--- src/rtl/snake_step_ctrl.sv ---
// snake_step_ctrl: movement scheduler for the snake game.
//
// Divides the base tick into game steps with a wrap-around step timer. It issues one-cycle,
// one-hot enables for the head position counters, runs the IDLE/RUN/PAUSE/OVER game state
// machine and arbitrates direction requests, rejecting 180-degree reversals.
//
// Ports:
//   clock      system clock, rising edge
//   reset      asynchronous active-high reset
//   tick       base time pulse
//   period     ticks per step minus one
//   start      begin/restart game (acted on in IDLE or OVER)
//   pause      hold game while high
//   dir_in     requested direction: 00 up, 01 right, 10 down, 11 left
//   dir_valid  dir_in qualifier
//   collision  ends the game
//   step       one-cycle pulse per game step
//   x_inc, x_dec, y_inc, y_dec  one-hot position enables, only with step
//   dir        committed direction
//   running    high in RUN
//   game_over  high in OVER
//   steps      steps taken this game, saturating
module snake_step_ctrl #(
    parameter int unsigned PERIOD_W = 5,
    parameter int unsigned SCORE_W  = 8
) (
    input  logic                clock,
    input  logic                reset,
    input  logic                tick,
    input  logic [PERIOD_W-1:0] period,
    input  logic                start,
    input  logic                pause,
    input  logic [1:0]          dir_in,
    input  logic                dir_valid,
    input  logic                collision,
    output logic                step,
    output logic                x_inc,
    output logic                x_dec,
    output logic                y_inc,
    output logic                y_dec,
    output logic [1:0]          dir,
    output logic                running,
    output logic                game_over,
    output logic [SCORE_W-1:0]  steps
);

    typedef enum logic [1:0] {StIdle, StRun, StPause, StOver} state_e;

    localparam logic [1:0] DirUp    = 2'b00;
    localparam logic [1:0] DirRight = 2'b01;
    localparam logic [1:0] DirDown  = 2'b10;
    localparam logic [1:0] DirLeft  = 2'b11;

    localparam logic [SCORE_W-1:0] StepsMax = '1;

    state_e              state_q, state_d;
    logic [PERIOD_W-1:0] timer_q, timer_d;
    logic [1:0]          pending_q, pending_d;
    logic [1:0]          dir_d;
    logic [SCORE_W-1:0]  steps_d;
    logic                accept;
    logic                fire;

    always_comb begin
        state_d   = state_q;
        timer_d   = timer_q;
        pending_d = pending_q;
        dir_d     = dir;
        steps_d   = steps;
        fire      = 1'b0;

        // Reversal is judged against the committed direction, not the pending one.
        accept = dir_valid && ((state_q == StRun) || (state_q == StPause)) &&
                 (dir_in != (dir ^ 2'b10));

        case (state_q)
            StIdle, StOver: begin
                if (start) begin
                    state_d   = StRun;
                    timer_d   = '0;
                    steps_d   = '0;
                    dir_d     = DirRight;
                    pending_d = DirRight;
                end
            end
            StRun: begin
                if (collision) begin
                    state_d = StOver;
                end else if (pause) begin
                    state_d = StPause;
                end else if (tick) begin
                    // A lowered period below the timer lets it run to all-ones and wrap
                    // without a step; only an exact match fires.
                    if (timer_q == period) begin
                        timer_d = '0;
                        fire    = 1'b1;
                    end else begin
                        timer_d = timer_q + 1'b1;
                    end
                end
            end
            StPause: begin
                if (collision) begin
                    state_d = StOver;
                end else if (!pause) begin
                    state_d = StRun;
                end
            end
            default: state_d = StIdle;
        endcase

        if (fire) begin
            dir_d = pending_q;
            if (steps != StepsMax) begin
                steps_d = steps + 1'b1;
            end
        end

        // Applied after the step commit so a request on the step edge waits for the next step.
        if (accept) begin
            pending_d = dir_in;
        end
    end

    always_ff @(posedge clock or posedge reset) begin
        if (reset) begin
            state_q   <= StIdle;
            timer_q   <= '0;
            pending_q <= DirRight;
            dir       <= DirRight;
            steps     <= '0;
            step      <= 1'b0;
            x_inc     <= 1'b0;
            x_dec     <= 1'b0;
            y_inc     <= 1'b0;
            y_dec     <= 1'b0;
            running   <= 1'b0;
            game_over <= 1'b0;
        end else begin
            state_q   <= state_d;
            timer_q   <= timer_d;
            pending_q <= pending_d;
            dir       <= dir_d;
            steps     <= steps_d;
            step      <= fire;
            x_inc     <= fire && (pending_q == DirRight);
            x_dec     <= fire && (pending_q == DirLeft);
            y_inc     <= fire && (pending_q == DirDown);
            y_dec     <= fire && (pending_q == DirUp);
            running   <= (state_d == StRun);
            game_over <= (state_d == StOver);
        end
    end

endmodule

--- config.mk ---
export PLATFORM = sky130hd
export DESIGN_NAME = snake_step_ctrl
export DESIGN_NICKNAME = d
export VERILOG_FILES = /design/src/rtl/snake_step_ctrl.sv
export SDC_FILE = /design/constraint.sdc
export NUM_CORES = 1
export LEC_CHECK = 0
export CORE_MARGIN = 2
export CORE_UTILIZATION = 40
export DETAILED_ROUTE_END_ITERATION = 6
export HOLD_SLACK_MARGIN = 0.12
export PLACE_DENSITY = 0.61
export SLEW_MARGIN = 20
export SYNTH_ARGS = -nofsm -noshare
export SYNTH_HDL_FRONTEND = slang
export SYNTH_SLANG_ARGS = --single-unit
--- constraint.sdc ---
create_clock -name clock -period 3.9 [get_ports clock]
set_clock_uncertainty 0.2 [all_clocks]
set_input_delay 0.975 -clock clock [delete_from_list [all_inputs] [get_ports clock]]
set_output_delay 0.975 -clock clock [all_outputs]
set_load 0.1 [all_outputs]
==> metrics <==
final setup violating endpoints=0; pwr dens=around 520 mW/mm^2; Crit Path Class=flip-flop to output port; critical path peak fanout=1; Critical Path RT=approximately 2.7 ns; Reg2Reg Depth=6; main flop type after synthesis=dfrtp_1; CTS sink count=26; via/cell ratio=5.338; Core Rows=21; reg2reg end=timer_q[2]$_DFFE_PP0P_; first-pass GRT wire length=roughly 5.4 mm; DR pass1 iterations=4; Finished Core Util=52.93%; Cell Count, Final, Fillers Out=between 200 and 250; Initial Util=a little over two fifths; crit-path max cell delay=approximately 1.1 ns; Post-DP Area=approximately 0.0018 sq mm; setup TNS=0 ns; sequential area share after synthesis=a little under half; clk_lat worst skew=~0.33 ns; final WL=between 3 and 4 mm; CTS resizes=0; post-synth top area share=41.45%; DR iter-0 viols=53; Area Overhead vs Synth=24.78%; max-slew violation count=0; pin count of the biggest net entering global routing=27; post-synthesis register bit count=26; mean post-synth cell area=9.532 sq um; total core area=approximately 0.0034 sq mm; Hold Crit Depth=1; synthesized instance count=between 150 and 200; Reg clk slew, reported paths=about 0.15 ns; Hold Buf Count CTS=0; Num CTS Buffers=3; hold path start=pending_q[1]$_DFFE_PP0P_; Setup crit start kind=flip-flop; RR Startpoint=state_q[0]$_DFF_PP0_; Area contributors post-synth=dfrtp_1 (41%), nand2_1 (5.2%), dfstp_2 (3.6%); diodes inserted=0; cell family with most CP delay=buffers and inverters; top-level I/O count=31; Post-synth ARST share=100.0%; I/O Buffers=30; H-tree levels=1; number of max-cap violations=0; setup bufs post-CTS=0; Root Buffer=clkbuf_4; CTS Buffer Depth=2; Post-Syn Nets=170; CP Cell Sequence=clkdlybuf4s50_1; Final Instance Area=around 0.0018 sq mm; Hold Path Sink=y_dec$_DFF_PP0_; run status=finished clean; # nets final=201; vias in the first global route=between 1k and 1.5k; CP arrival=1.82 ns; share of layout cells above drive strength 1=a little over an eighth; GRT Total Usage=~16%; P_leak=roughly 0.77 nW; post-synth top area cell=dfrtp_1; die area=a little over 0.004 sq mm; CP Buf/Inv Count=1; Post-synth EDFFs=0; Vias=1217; wire per inst=roughly 13 um; grt total ovfl=0; Post-DP HPWL=between 2 and 2.5 mm; CTS tree=built; ANT nets after route=0; Cell Count Post-Placement=224; synth unique cells=42; RSZ-0062 raised after global routing=no; Min-Delay Path Class=flip-flop to flip-flop; CP endpoint kind=output port; Die Width=about 64 um; fin crit share=around three quarters; Hold Vio Cnt, Final=0; DRC errors left=0; Worst IR Drop VDD=roughly 0.36 mV; slew at the pin with the worst max-slew slack=just under 1 ns; chip height=~64 um; Critical-path top delay cell=clkdlybuf4s50_1; cell area after synthesis=~0.0014 sq mm; Rel. slew slack=35.32%; R2R Setup Slk=1.63 ns; GPL Wtd Cong=around 0.76; Max Clk Rate=about 330 MHz; YS warnings=0; Tmin final=roughly 3.0 ns; initial antenna violation count=0
## power breakdown
| group | internal (W) | switching, W | leakage (nW) |
|---|---|---|---|
| registers | 0.000317 | 0.0000462 | 0.348 |
| clock network | 0.000104 | 0.0000836 | 0.0279 |
| logic | 0.000130 | 0.000262 | 0.393 |
| total | 0.000550 | 0.000392 | 0.768 |
## state kept, by name, summed over array words and instances (netlist names)
signal	cells
y_inc	1
y_dec	1
pending_q	2
x_inc	1
running	1
x_dec	1
step	1
game_over	1
timer_q	5
dir	2
state_q	2
steps	8
## final cells by class
cell class / count / area (sq um)
Clock inverter: 1 / 30.03
Fill cell: 318 / 1608
Clock buffer: 3 / 22.52
Timing Repair Buffer: 30 / 275.3
Inverter: 11 / 41.29
Tap cell: 46 / 57.56
Sequential cell: 26 / 653.1
Multi-Input combinational cell: 111 / 728.2
## cell families (layout without fill, tap and decap cells)
group	after synthesis	in the layout	synth area share [%]
AOI/OAI and AO/OA	38	38	17.70
xor gates and xnor gates	8	8	5.354
adders and majority gates	6	6	4.836
buffers and inverters	15	45	4.664
DFF	26	26	45.08
muxes	3	3	2.073
and+or+nand+nor	56	56	20.29
## cell usage after synthesis (all sizes together) (3+ instances only)
cell type  count
nor2           3
a21oi          7
dfrtp         24
o21ai         10
o311ai         3
ha             4
nor3           5
nand2         20
nand2b         4
and3           3
inv           11
nand3         10
o211ai         3
or3            3
a31o           4
mux2i          3
xnor2          7
## through the flow
step / setup slack [ns] / total power (W) / hold slack [ns]
finish: 0.9089 / 0.0009422 / 0.3102
global route: 0.8340 / 0.001016 / 0.3383
CTS: 0.8793 / 0.0009520 / 0.3138
detailed placement: 0.9281 / 0.0007579 / 0.2919
global placement: 0.9605 / 0.0007506 / 0.2879
floorplan: 1.490 / 0.0006622 / 0.2451
## layout by cell type, fill, tap and decap left out, types with 3 or more instances in the layout
master and count:
clkdlybuf4s50_1 20, nor2_1 3, xnor2_1 6, nor3_1 5
clkbuf_4 3, nand2_1 20, o211ai_1 3, nand2b_1 4
nand3_1 9, dfrtp_1 24, mux2i_1 3, buf_4 10
ha_1 4, o21ai_0 10, a21oi_1 7, o311ai_0 3
a31o_1 4, inv_1 9, or3_1 3
## routing by layer
| layer | up-vias | global-route usage (%) | wire length [um] |
|---|---|---|---|
| li1 | 604 | - | - |
| met1 | 580 | 21.56 | 1458 |
| met2 | 29 | 27.47 | 1445 |
| met3 | 4 | 3.873 | 128 |
| met4 | 0 | 3.989 | 29 |
| met5 | - | 0 | 0 |
## worst max path at each step
stage,to,startpoint,cells past startpoint
final,x_dec,x_dec$_DFF_PP0_,1
after global placement,timer_q[2]$_DFFE_PP0P_,collision,5
after detailed placement,steps[3]$_DFF_PP0_,pause,5
after CTS,x_dec,x_dec$_DFF_PP0_,1
after global routing,x_dec,x_dec$_DFF_PP0_,1
after floorplan,steps[6]$_DFF_PP0_,steps[1]$_DFF_PP0_,5
Note: power is estimated with default switching activity, not from simulation.
